==> src/rtl/ball_pkg.sv <==
// Shared definitions for the ball game pipeline (physics stage and SRAM frame writer).
// Contents:
//   - screen geometry: 100 columns x 600 rows, platform rows 500..519
//   - ball half-sizes: 6 columns, 24 rows
//   - coordinate widths: 7-bit column, 10-bit row
//   - physics FSM state encoding
package ball_pkg;

  localparam int unsigned ScreenCols  = 100;
  localparam int unsigned ScreenRows  = 600;
  localparam int unsigned PlatformTop = 500;
  localparam int unsigned PlatformBot = 519;
  localparam int unsigned BallHalfW   = 6;
  localparam int unsigned BallHalfH   = 24;

  localparam int unsigned HorW = 7;
  localparam int unsigned VerW = 10;

  typedef enum logic [1:0] {
    StIdle,
    StCalcV,
    StCalcH,
    StCommit
  } motion_state_e;

endpackage

==> src/rtl/btn_sync.sv <==
// Two-flop synchroniser with rising-edge detect for an asynchronous push-button.
// Ports:
//   clk   - system clock
//   rst   - asynchronous active-low reset
//   btn   - raw asynchronous button level
//   level - synchronised button level
//   rise  - one-cycle pulse on a 0->1 transition of level
module btn_sync (
  input  logic clk,
  input  logic rst,
  input  logic btn,
  output logic level,
  output logic rise
);

  logic [1:0] sync_q;
  logic       prev_q;

  always_ff @(posedge clk or negedge rst) begin
    if (!rst) begin
      sync_q <= 2'b00;
      prev_q <= 1'b0;
    end else begin
      sync_q <= {sync_q[0], btn};
      prev_q <= sync_q[1];
    end
  end

  assign level = sync_q[1];
  assign rise  = sync_q[1] & ~prev_q;

endmodule

==> src/rtl/ball_motion.sv <==
// Per-frame ball physics: gravity, damped floor bounce, ceiling/wall clamping,
// steering and jump. One update per frame_tick; both coordinates commit together.
// Ports:
//   clk        - 50 MHz system clock
//   rst        - asynchronous active-low reset
//   frame_tick - one-cycle frame pulse (ignored while busy)
//   btn_left   - async button, steer left
//   btn_right  - async button, steer right
//   btn_jump   - async button, jump (edge-triggered, only honoured on the floor)
//   hor_ball   - committed ball centre column
//   ver_ball   - committed ball centre row
//   on_floor   - committed ver_ball sits at FLOOR_Y
//   busy       - update in progress
module ball_motion
  import ball_pkg::*;
#(
  parameter int GRAVITY = 1,
  parameter int VMAX    = 16,
  parameter int JUMP_V  = 14,
  parameter int VSTOP   = 2,
  parameter int HSTEP   = 1,
  parameter int FLOOR_Y = 475,
  parameter int CEIL_Y  = 24,
  parameter int X_MIN   = 6,
  parameter int X_MAX   = 94,
  parameter int X_INIT  = 50,
  parameter int Y_INIT  = 100
) (
  input  logic            clk,
  input  logic            rst,
  input  logic            frame_tick,
  input  logic            btn_left,
  input  logic            btn_right,
  input  logic            btn_jump,
  output logic [HorW-1:0] hor_ball,
  output logic [VerW-1:0] ver_ball,
  output logic            on_floor,
  output logic            busy
);

  localparam logic signed [5:0]  VelGrav = 6'(GRAVITY);
  localparam logic signed [5:0]  VelMax  = 6'(VMAX);
  localparam logic signed [5:0]  VelJump = 6'(JUMP_V);
  localparam logic signed [5:0]  VelStop = 6'(VSTOP);
  localparam logic signed [10:0] YFloor  = 11'(FLOOR_Y);
  localparam logic signed [10:0] YCeil   = 11'(CEIL_Y);
  localparam logic signed [7:0]  XMin    = 8'(X_MIN);
  localparam logic signed [7:0]  XMax    = 8'(X_MAX);
  localparam logic signed [7:0]  XStep   = 8'(HSTEP);

  // Button synchronisers
  logic left_level, left_rise;
  logic right_level, right_rise;
  logic jump_level, jump_rise;

  btn_sync u_sync_left (
    .clk   (clk),
    .rst   (rst),
    .btn   (btn_left),
    .level (left_level),
    .rise  (left_rise)
  );

  btn_sync u_sync_right (
    .clk   (clk),
    .rst   (rst),
    .btn   (btn_right),
    .level (right_level),
    .rise  (right_rise)
  );

  btn_sync u_sync_jump (
    .clk   (clk),
    .rst   (rst),
    .btn   (btn_jump),
    .level (jump_level),
    .rise  (jump_rise)
  );

  // Steering is level-based and jump is edge-based; the other halves are spare.
  logic unused_btn;
  assign unused_btn = left_rise ^ right_rise ^ jump_level;

  // State
  motion_state_e      state_q, state_d;
  logic signed [5:0]  vel_q, vel_d;
  logic signed [10:0] y_w_q, y_w_d;
  logic signed [7:0]  x_w_q, x_w_d;
  logic [HorW-1:0]    hor_q, hor_d;
  logic [VerW-1:0]    ver_q, ver_d;
  logic               floor_q, floor_d;
  logic               jump_pend_q, jump_pend_d;

  always_ff @(posedge clk or negedge rst) begin
    if (!rst) begin
      state_q     <= StIdle;
      vel_q       <= '0;
      y_w_q       <= '0;
      x_w_q       <= '0;
      hor_q       <= HorW'(X_INIT);
      ver_q       <= VerW'(Y_INIT);
      floor_q     <= 1'b0;
      jump_pend_q <= 1'b0;
    end else begin
      state_q     <= state_d;
      vel_q       <= vel_d;
      y_w_q       <= y_w_d;
      x_w_q       <= x_w_d;
      hor_q       <= hor_d;
      ver_q       <= ver_d;
      floor_q     <= floor_d;
      jump_pend_q <= jump_pend_d;
    end
  end

  // Arithmetic helpers
  logic signed [5:0] vel_inc;
  logic signed [5:0] vel_damp;
  logic signed [7:0] x_base;
  logic signed [7:0] x_move;

  always_comb begin
    vel_inc  = vel_q + VelGrav;
    // Keep three quarters of the impact speed (arithmetic shift on signed vel).
    vel_damp = vel_q - (vel_q >>> 2);
    x_base   = $signed({1'b0, hor_q});
    if (left_level && !right_level) begin
      x_move = x_base - XStep;
    end else if (right_level && !left_level) begin
      x_move = x_base + XStep;
    end else begin
      x_move = x_base;
    end
  end

  always_comb begin
    state_d     = state_q;
    vel_d       = vel_q;
    y_w_d       = y_w_q;
    x_w_d       = x_w_q;
    hor_d       = hor_q;
    ver_d       = ver_q;
    floor_d     = floor_q;
    jump_pend_d = jump_pend_q;

    if (jump_rise) begin
      jump_pend_d = 1'b1;
    end

    unique case (state_q)
      StIdle: begin
        if (frame_tick) begin
          state_d = StCalcV;
        end
      end

      StCalcV: begin
        if (jump_pend_q && floor_q) begin
          vel_d = -VelJump;
        end else if (vel_inc > VelMax) begin
          vel_d = VelMax;
        end else begin
          vel_d = vel_inc;
        end
        y_w_d       = $signed({1'b0, ver_q}) + $signed({{5{vel_d[5]}}, vel_d});
        // A press latched while airborne is dropped here, not carried to landing.
        jump_pend_d = 1'b0;
        state_d     = StCalcH;
      end

      StCalcH: begin
        if (y_w_q >= YFloor) begin
          y_w_d = YFloor;
          if (vel_damp < VelStop) begin
            vel_d = '0;
          end else begin
            vel_d = -vel_damp;
          end
        end else if (y_w_q <= YCeil) begin
          y_w_d = YCeil;
          vel_d = -vel_q;
        end

        if (x_move < XMin) begin
          x_w_d = XMin;
        end else if (x_move > XMax) begin
          x_w_d = XMax;
        end else begin
          x_w_d = x_move;
        end
        state_d = StCommit;
      end

      StCommit: begin
        hor_d   = HorW'(x_w_q);
        ver_d   = VerW'(y_w_q);
        floor_d = (y_w_q == YFloor);
        state_d = StIdle;
      end

      default: state_d = StIdle;
    endcase
  end

  assign hor_ball = hor_q;
  assign ver_ball = ver_q;
  assign on_floor = floor_q;
  assign busy     = (state_q != StIdle);

endmodule

==> config.mk <==
export PLATFORM = sky130hd
export DESIGN_NAME = ball_motion
export DESIGN_NICKNAME = d
export VERILOG_FILES = /design/src/rtl/ball_pkg.sv /design/src/rtl/btn_sync.sv /design/src/rtl/ball_motion.sv
export SDC_FILE = /design/constraint.sdc
export NUM_CORES = 1
export LEC_CHECK = 0
export CELL_PAD_IN_SITES_DETAIL_PLACEMENT = 1
export CELL_PAD_IN_SITES_GLOBAL_PLACEMENT = 1
export CORE_MARGIN = 1
export CORE_UTILIZATION = 47
export CTS_CLUSTER_SIZE = 8
export DETAILED_ROUTE_END_ITERATION = 8
export GPL_ROUTABILITY_DRIVEN = 0
export PLACE_DENSITY_LB_ADDON = 0.1
export SETUP_SLACK_MARGIN = 0.15
export SLEW_MARGIN = 15
export SYNTH_ARGS = -nofsm -noshare
export SYNTH_HDL_FRONTEND = slang
export SYNTH_HIERARCHICAL = 1
export SYNTH_SLANG_ARGS = --single-unit
==> constraint.sdc <==
create_clock -name clk -period 3.78 [get_ports clk]
set_input_delay 0.756 -clock clk [delete_from_list [all_inputs] [get_ports clk]]
set_output_delay 0.756 -clock clk [all_outputs]
set_load 0.005 [all_outputs]
==> results.toml, run 1 <==
[status]
outcome = "completed"

[critical_path]
cp_common_cell = "o21ai_0"
r2r_cells = 13
path_max_fanout = 9
crit_slowest_cell = "dfrtp_2"
endpoint_kind = "flop"
path_cells = "ha_4 -> a21boi_0 -> o21ai_0 -> a221o_1 -> nor2_1 -> ha_1 -> fa_1 -> a211oi_2 -> o21bai_1 -> a21oi_1 -> xor2_1 -> o21ai_0 -> mux2_2"
cp.arrival_ns = 3.53
startpoint_type = "flop"
cp.required_ns = 3.99
max_stage_delay_ns = 0.50
cp.depth = 13
critical_path_class = "reg -> reg"
crit_buf_inv = 0
crit_family = "compound AO/OA/AOI/OAI gates"

[timing]
setup_viol = 0
max_freq_mhz = 301
maxSlewHeadroom_pct = 24.8
rsz0062_at_grt = "no"
final.setup.tns_ns = 0
fin_crit_ns = 3.32
finalClockSkew_ns = 0.00914
finalHoldViolCount = 0
drv_slew = 0
hold_ws_ns = 0.360
worst_slew_pin_slew_ns = 1.13
fin_crit_sh_pct = 88.0

[finish]
final-instance-count-excl-fill = 501
antenna_cells = 0
final_nets = 434
layout_commonest_cell = "dfrtp_1"
drive_gt1_share_pct = 13.2
layout_common_cells = "44 x dfrtp_1, 30 x nor2_1, 27 x nand2_1, 24 x o21ai_0, 24 x ha_1"
area_growth_syn_to_layout_pct = 12.5

[global_route]
grt_pass1_vias = 3221
grt_first_pass_wirelength_mm = 15.8
antenna_found_initial = 0
grt_usage_pct = 26.3
grt.overflow.total = 0
grt_start_max_net_pins = 37

[logic_synthesis]
syn_inst = 378
syn_area_um2 = 3600
synth_area_per_cell_um2 = 9.51
synth_warnings = 6
syn_nets = 411

[floorplan]
core_area_um2 = 7330
rows = 31
die_w_um = 89.5
start_util_pct = 49.1
dieArea_um2 = 8000
ios = 25
dieHeight_um = 89.5

[cts]
clk_pin_slew_ns = 0.11
numCtsBuffers = 5
postCtsSetupBuffers = 0
root_buffer = "clkbuf_8"
cts_hold_buffers = 0
clk_latency_ns = 0.32
clock_path_buffers = 2
htree_levels = 2
cts_tree = "yes"
clock_sinks = 52

[placement]
dp_cells = 493
hpwl_mm = 7.07
io_buffer_count = 24

[drt]
first_pass_iters = 4
viasPerCell = 6.05
vias = 3029
avgRoutedWirePerCell_um = 18.8
drcViolationCount = 0
wl_mm = 9.44
dr.first_iter.drc_count = 131
ant_nets = 0

[pwr]
ir_drop_mv = 0.441
power.density_nw_per_um2 = 1060
p_leak_nw = 1.72

[min_path]
hold_path.class = "reg -> reg"
holdPathStages = 0

[job]
maxCapViolCount = 0
## stage by stage
| step | util [%] | power, mW | worst slack [ns] | area [µm²] |
|---|---|---|---|---|
| global route | 55.2 | 4.70 | 0.203 | 4050 |
| CTS | 54.9 | 4.28 | 0.190 | 4030 |
| detailed placement | 53.6 | 3.90 | 0.161 | 3930 |
| finish | 55.2 | 4.30 | 0.455 | 4050 |
| global placement | 53.6 | 3.77 | 0.342 | 3930 |
| floorplan | - | 3.05 | 0.482 | 3600 |
## metal layers
layer	wire [µm]	global-route usage, %
met5	0	0
met4	189	7.94
met3	269	5.45
met2	4670	44.6
met1	4310	33.8
## registers in the layout, indices dropped and copies added, names as in the netlist
register / flops
state_q: 2
vel_q: 6
hor_ball: 7
u_sync_jump/prev_q: 1
jump_pend_q: 1
u_sync_jump/sync_q: 2
u_sync_right/sync_q: 2
u_sync_left/sync_q: 2
y_w_q: 11
on_floor: 1
ver_ball: 10
x_w_q: 7
## worst register-to-register path: stages, from the launching register on
cell and delay (ns):
dfrtp_2 0.50, ha_4 0.22, a21boi_0 0.12, o21ai_0 0.28, a221o_1 0.24, nor2_1 0.07, ha_1 0.22, fa_1 0.45
a211oi_2 0.31, o21bai_1 0.11, a21oi_1 0.18, xor2_1 0.15, o21ai_0 0.09, mux2_2 0.27
## area by class of cell
type                            count  area, µm²
Clock inverter                      3       27.5
Fill cell                         834       3290
Multi-Input combinational cell    296       2180
Timing Repair Buffer               28        265
Sequential cell                    52       1310
Clock buffer                        5       68.8
Inverter                           18       67.6
Tap cell                           99        124
## where the power goes
part | internal [mW] | switching, mW
clock | 0.136 | 0.211
sequential | 0.811 | 0.316
combinational | 1.27 | 1.56
total | 2.21 | 2.09
## what timing repair did
item	CTS	global route
endpoints found under the setup margin	1	4
gates cloned	0	0
gates resized for setup	1	4
hold endpoints to repair	0	0
## worst paths after layout
kind	slack [ns]	to	startpoint
min reg2reg	0.36	u_sync_right/sync_q[1]	u_sync_right/sync_q[0]
max in group asynchronous	2.44	hor_ball[1]	rst
max reg2reg	0.46	y_w_q[6]	vel_q[1]
min	0.36	u_sync_right/sync_q[1]	u_sync_right/sync_q[0]
max	0.46	y_w_q[6]	vel_q[1]
min in group asynchronous	0.53	vel_q[4]	rst
Power figures use the tool's default switching activity.
==> inputs of run 2 (changes only) <==
--- a/config.mk
+++ b/config.mk
@@ -12,7 +12,7 @@
 export CTS_CLUSTER_SIZE = 8
 export DETAILED_ROUTE_END_ITERATION = 8
 export GPL_ROUTABILITY_DRIVEN = 0
-export PLACE_DENSITY_LB_ADDON = 0.1
+export PLACE_DENSITY = 0.84
 export SETUP_SLACK_MARGIN = 0.15
 export SLEW_MARGIN = 15
 export SYNTH_ARGS = -nofsm -noshare
==> results.toml, run 2 (synthesis gave the netlist of run 1 again) <==
[critical_path]
critical_path_class = "reg -> reg"
path_max_fanout = 9
crit_slowest_cell = "dfrtp_2"
r2r_slack_ns = 0.41
cp.arrival_ns = 3.59
max_stage_delay_ns = 0.47
crit_family = "compound AO/OA/AOI/OAI gates"
r2r-end = "y_w_q[6]"
cp.required_ns = 4.00
endpoint_kind = "flop"
regToRegStartpoint = "vel_q[0]"
r2r_cells = 13
crit_buf_inv = 0
startpoint_type = "flop"
path_cells = "ha_2 -> nand2b_1 -> o2bb2ai_1 -> a221o_1 -> nor2_1 -> ha_1 -> fa_1 -> a211oi_2 -> o21bai_1 -> a21oi_1 -> xor2_1 -> o21ai_0 -> mux2_2"

[finish]
regArea_um2 = 1310
largest_register_ffs = 11
area_growth_syn_to_layout_pct = 12.1
layout_commonest_cell = "dfrtp_1"
largest-register = "y_w_q"
fillers = 826
layout_common_cells = "45 x dfrtp_1, 30 x nor2_1, 27 x nand2_1, 24 x ha_1"
antenna_cells = 0
multiInputGateArea_um2 = 2180
drive_gt1_share_pct = 13.0
final_nets = 433

[cts]
cts_tree = "yes"
clk_latency_ns = 0.32
root_buffer = "clkbuf_8"
htree_levels = 2
clk_pin_slew_ns = 0.11
clock_path_buffers = 2
cts_hold_buffers = 0
numCtsBuffers = 5
clock_sinks = 52
postCtsSetupBuffers = 0

[placement]
hpwl_mm = 7.23
io_buffer_count = 24

[timing]
fin_crit_ns = 3.37
setup_viol = 0
drv_slew = 0
rsz0062_at_grt = "no"
worst_slew_pin_slew_ns = 1.02
finalClockSkew_ns = 0.00581
final.setup.tns_ns = 0
fin_crit_sh_pct = 89.1
maxSlewHeadroom_pct = 32.2
finalHoldViolCount = 0
max_freq_mhz = 297

[floorplan]
core_area_um2 = 7330
dieArea_um2 = 8000
die_w_um = 89.5
rows = 31
start_util_pct = 49.1
ios = 25
dieHeight_um = 89.5

[global_route]
grt_pass1_vias = 3187
antenna_found_initial = 0
use_met3_pct = 3.14
grt_usage_pct = 26.2
grt_start_max_net_pins = 31
busiest_layer = "met2"
grt.overflow.total = 0
gr-usage-met1_pct = 32.8
met2_usage_pct = 45.9
grt_first_pass_wirelength_mm = 15.9

[min_path]
min_to = "u_sync_right/sync_q[1]"
min_from = "u_sync_right/sync_q[0]"
hold_path.class = "reg -> reg"
holdPathStages = 0

[drt]
ant_nets = 0
dr.first_iter.drc_count = 134
wl_mm = 9.65
vias = 3042
first_pass_iters = 4
viasPerCell = 6.08
drcViolationCount = 0
avgRoutedWirePerCell_um = 19.3

[job]
maxCapViolCount = 0

[status]
outcome = "completed"
==> run 2: cell type report <==
class	instances	area share, %
multi-input cells	296	54.0
flip-flops and latches	52	32.5
repair buffers	27	6.40
well taps	99	3.07
clock buffers	5	1.71
inverters	18	1.68
clock inverters	3	0.652
==> run 2: worst max-delay path by stage <==
stage / start / to / slack [ns] / cells after the start
CTS: vel_q[0] / y_w_q[6] / 0.25 / 13
global placement: vel_q[0] / y_w_q[6] / 0.37 / 13
floorplan: vel_q[1] / y_w_q[6] / 0.48 / 14
detailed placement: vel_q[0] / y_w_q[6] / 0.12 / 13
finish: vel_q[0] / y_w_q[6] / 0.41 / 13
global route: vel_q[0] / y_w_q[8] / 0.22 / 13
==> run 2: metal layers <==
metal	wire length, µm	share of wire, %
met4	228	2.4
met1	4310	45
met3	291	3.0
met5	0	0
met2	4820	50
==> run 2: through the flow <==
step / setup slack [ns] / utilization [%] / hold slack (ns) / std cells / cell area (µm²)
2_1_floorplan: 0.482 / - / 0.331 / 378 / 3600
3_3_place_gp: 0.368 / 53.5 / 0.332 / 492 / 3920
3_5_place_dp: 0.122 / 53.5 / 0.336 / 492 / 3920
4_1_cts: 0.249 / 54.9 / 0.361 / 500 / 4020
5_1_grt: 0.217 / 55.0 / 0.366 / 500 / 4030
6_report: 0.412 / 55.0 / 0.358 / 500 / 4030
==> run 2: what timing repair did <==
item                                    4_1_cts  5_1_grt
resized for setup                             1        5
pin swaps                                     0        0
endpoints found under the setup margin        2        4
==> run 2: worst reg2reg max path, stage by stage (launching register included) <==
cell and delay, ns:
dfrtp_2 0.47, ha_2 0.25, nand2b_1 0.17, o2bb2ai_1 0.23, a221o_1 0.24, nor2_1 0.07, ha_1 0.21, fa_1 0.46
a211oi_2 0.35, o21bai_1 0.12, a21oi_1 0.18, xor2_1 0.15, o21ai_0 0.08, mux2_2 0.29
Power of run 2 is not shown: default switching activity piles up to over one toggle a cycle in this logic, so the estimate is an artifact.
==> patch 1 (settings of run 1) <==
Reset style: synchronous (`rst`), changed in 2 clocked blocks. Comments in the files are not updated.
--- a/src/rtl/btn_sync.sv
+++ b/src/rtl/btn_sync.sv
@@ -16,7 +16,7 @@
   logic [1:0] sync_q;
   logic       prev_q;
 
-  always_ff @(posedge clk or negedge rst) begin
+  always_ff @(posedge clk) begin
     if (!rst) begin
       sync_q <= 2'b00;
       prev_q <= 1'b0;
--- a/src/rtl/ball_motion.sv
+++ b/src/rtl/ball_motion.sv
@@ -91,7 +91,7 @@
   logic               floor_q, floor_d;
   logic               jump_pend_q, jump_pend_d;
 
-  always_ff @(posedge clk or negedge rst) begin
+  always_ff @(posedge clk) begin
     if (!rst) begin
       state_q     <= StIdle;
       vel_q       <= '0;
Formal check against the unedited RTL: differs if rst is asserted again (counterexample within 4 cycles, from zero or initial values and one cycle with rst low); with rst held inactive, the same outputs for 10 cycles.
==> patch 1 against run 1 <==
- total power down 32%
- first-iteration DRC count shrank 17%
- area after synthesis is 6.7% lower
- combinational power shrank 40%
- sequential cell count unchanged
- clock power up 22%
- largest cell class unchanged
- worst setup slack worse by 120 ps
- critical path type unchanged
- final area decreased by 4.8%
- routed wire length decreased by 6.2%
==> patch 1: results (changes against run 1) <==
status=finished, final reports clean; gr usage total=25.4% (-0.89 points); Iter 0 DRT Violations=109 (-17%); arrival time worst endpoint=3650 ps (+120 ps); CTS root buffer=clkbuf_8; fillers=817 (-2.0%); vias per cell=5.84 (-3.4%); Slew headroom=56.8% (+32 points); DR WL/cell=17.3 microns (-8.0%); Hold Path Class=reg -> reg; # diodes=0 (unchanged); Worst Hold End=u_sync_right/sync_q[1]; crit path max fanout=9 (unchanged); Worst path slowest cell=fa_1; Syn Nets=425 (+3.4%); routing usage on met1=32.2% (-1.6 points); number of global-route vias before repair=3094 (-3.9%); CTS max path bufs=2 (unchanged); pre-CTS setup slack=104 ps (-56.1 ps); Hold Path Stages=1 (+1); Syn. warnings=6 (unchanged); first-pass GRT wire length=14800 microns (-5.9%); share of cells above drive strength 1=7.23% (-6.0 points); internal power=0.00161 W (-27%); antenna violations before repair=0 (unchanged); Clock Skews=7.79 ps (-1.35 ps); FF-to-FF path depth=15 (+2); Final nets=447 (+3.0%); r2r startpoint=vel_q[0]; met2 usage=44.7% (about the same); met3 Use GR=4.10% (-1.4 points); maximum vdd drop=606 uV (+37%); Pleak=1.52 nW (-12%); post-DP HPWL=6520 microns (-7.8%); CTS Buf Count=5 (unchanged); Register-to-Register Setup Slack=330 ps (-120 ps); largest net degree at the start of global routing=34 (-8.1%); max reg flops=11 (unchanged); Hold Crit Start=u_sync_right/sync_q[0]; CP max stage delay=450 ps (-50 ps); Reg-to-Reg End=y_w_q[8]
-- patch 1: cell type report --
| type | count | area, sq um | area share [%] |
|---|---|---|---|
| well taps | 96 | 120 | 3.12 |
| clock inverters | 1 | 30.0 | 0.779 |
| inverters | 21 | 78.8 | 2.05 |
| repair buffers | 31 | 288 | 7.47 |
| multi-input cells | 303 | 2190 | 57.0 |
| clock buffers | 7 | 96.3 | 2.50 |
| flip-flops and latches | 52 | 1040 | 27.1 |
-- patch 1: per-stage QoR --
step / total power [W] / instance area (sq um) / std cells / hold WS, ps
after global routing: 0.00317 / 3850 / 511 / 464
after global placement: 0.00241 / 3700 / 503 / 409
final: 0.00294 / 3850 / 511 / 436
after detailed placement: 0.00247 / 3700 / 503 / 417
after floorplan: 0.00202 / 3360 / 392 / 406
after CTS: 0.00292 / 3830 / 511 / 440
-- patch 1: how the worst max path moves through the flow --
stage / to / slack (ps) / cells after the start
finish: y_w_q[8] / 330 / 15
global route: y_w_q[8] / 170 / 15
CTS: y_w_q[8] / 200 / 15
detailed placement: y_w_q[8] / 100 / 15
global placement: y_w_q[8] / 300 / 15
floorplan: y_w_q[8] / 520 / 15
-- patch 1: power by group through the flow --
| stage | logic (W) | clock network (W) | registers (W) |
|---|---|---|---|
| global placement | 0.00161 | 0 | 0.000797 |
| CTS | 0.00169 | 0.000431 | 0.000794 |
| global route | 0.00190 | 0.000452 | 0.000817 |
| finish | 0.00171 | 0.000423 | 0.000800 |
| floorplan | 0.00125 | 0 | 0.000763 |
| detailed placement | 0.00166 | 0 | 0.000804 |
-- patch 1: worst reg2reg max path: cells and delay by family (launching register included) --
family,cells,cell delay [ps]
compound gates,7,1420
flops,1,410
simple gates,4,540
xor+xnor,1,100
fa+ha+maj,3,880
-- patch 1: repair_timing --
item                                    in CTS  in global routing
resized for setup                            3                  4
endpoints found under the setup margin       3                  3
buffers inserted                             0                  0
-- patch 1: metal layers --
metal  share of wire (%)  vias up
met5                   0        -
li1                    -     1445
met1                  47     1476
met4                 1.5        0
met3                 3.5       14
met2                  48       48
==> patch 2 (flow settings as in run 1) <==
Made on the original files. The parameter `VMAX` goes from 16 to 12.
--- a/src/rtl/ball_motion.sv
+++ b/src/rtl/ball_motion.sv
@@ -15,7 +15,7 @@
   import ball_pkg::*;
 #(
   parameter int GRAVITY = 1,
-  parameter int VMAX    = 16,
+  parameter int VMAX    = 12,
   parameter int JUMP_V  = 14,
   parameter int VSTOP   = 2,
   parameter int HSTEP   = 1,
Behaviour: same outputs for any inputs over 10 cycles, from zero or initial values and one cycle with rst low; that may be too few to reach the edited logic, so the function may still have changed.
==> patch 2 against run 1 <==
- first-iteration DRC count is 23% higher
- total power is 4.8% higher
- worst hold slack better by 3.6 ps
- final area is 5.5% higher
- clock power is 34% higher
- routed wire length is 2.2% higher
- sequential cell count stayed put
- maximum frequency is 2.1% lower
- worst setup slack worse by 72 ps
- area after synthesis is 4.9% higher
- sequential power is 5% lower
- highest routed layer unchanged
==> patch 2: results (changes against run 1) <==
Final Setup Violations=0 (unchanged); CTS Buf Count=5 (unchanged); cts repair resizes=1 (unchanged); largest net degree at the start of global routing=28 (-24%); Clock Skews=6.11 ps (-3.03 ps); number of global-route vias before repair=3285 (+2.0%); Iter 0 DRT Violations=161 (+23%); clk slew on worst S/H paths=100 ps; Final nets=452 (+4.1%); Syn Nets=431 (+4.9%); register bank with the most flops=y_w_q; post-DP HPWL=7220 microns (+2.1%); H-Tree Level Count=2 (unchanged); first-pass GRT wire length=16500 microns (+4.4%); family with the most delay on the worst path=compound AO/OA/AOI/OAI gates; gr usage total=24.8% (-1.5 points); arrival time worst endpoint=3620 ps (+90 ps); CTS root buffer=clkbuf_8; status=finished, final reports clean; Sw Ratio=46.5% (-2.1 points); # diodes=0 (unchanged); share of cells above drive strength 1=16.0% (+2.8 points); Hold Path Class=reg -> reg; antenna violations before repair=0 (unchanged); fillers=875 (+4.9%); Post-CTS Setup Repair Bufs=0 (unchanged); crit path max fanout=7 (-2); Worst path slowest cell=dfrtp_2; Pleak=1.87 nW (+8.8%); DR WL/cell=18.5 microns (-1.7%); CP max stage delay=450 ps (-50 ps); placed inst area=0.00410 sq mm (+4.4%); Hold Crit Start=u_sync_left/sync_q[0]; maximum vdd drop=452 uV (+2.5%); max reg flops=11 (unchanged); vias per cell=5.92 (-2.1%); Slew headroom=38.4% (+14 points)
[patch 2: worst paths after layout]
path | endpoint | slack [ps] | depth (start not counted)
min in group asynchronous | vel_q[1] | 460 | 1
max | y_w_q[10] | 380 | 14
max reg2reg | y_w_q[10] | 380 | 14
max in group asynchronous | hor_ball[1] | 2490 | 2
min | u_sync_left/sync_q[1] | 360 | 0
min reg2reg | u_sync_left/sync_q[1] | 360 | 0
[patch 2: layout make-up]
| cell class | count | area share (%) |
|---|---|---|
| Clock buffer | 5 | 1.61 |
| Clock inverter | 3 | 1.61 |
| Inverter | 16 | 1.41 |
| Multi-Input combinational cell | 312 | 54.9 |
| Sequential cell | 52 | 30.7 |
| Tap cell | 102 | 2.99 |
| Timing Repair Buffer | 31 | 6.74 |
[patch 2: per-stage QoR]
step	hold slack (ps)	power, W	util [%]	cells	setup slack, ps
2_1_floorplan	331	0.00319	-	397	436
3_3_place_gp	333	0.00391	53.1	513	313
3_5_place_dp	342	0.00401	53.1	513	127
4_1_cts	372	0.00451	54.9	521	152
5_1_grt	374	0.00493	55.2	521	160
6_report	364	0.00451	55.2	521	383
[patch 2: power groups by stage]
stage	clock [W]	sequential, W	combinational, W
2_1_floorplan	0	0.000958	0.00223
3_3_place_gp	0	0.00105	0.00286
3_5_place_dp	0	0.00107	0.00294
4_1_cts	0.000481	0.00106	0.00297
5_1_grt	0.000495	0.00110	0.00333
6_report	0.000464	0.00107	0.00298
[patch 2: routing by layer]
layer  vias to the layer above  share of wire [%]  GRT usage [%]
li1                       1496                  -              -
met1                      1527                 46           32.8
met2                        53                 50           43.4
met4                         0               0.86           5.82
met3                         8                3.1           2.76
met5                         -                  0              0
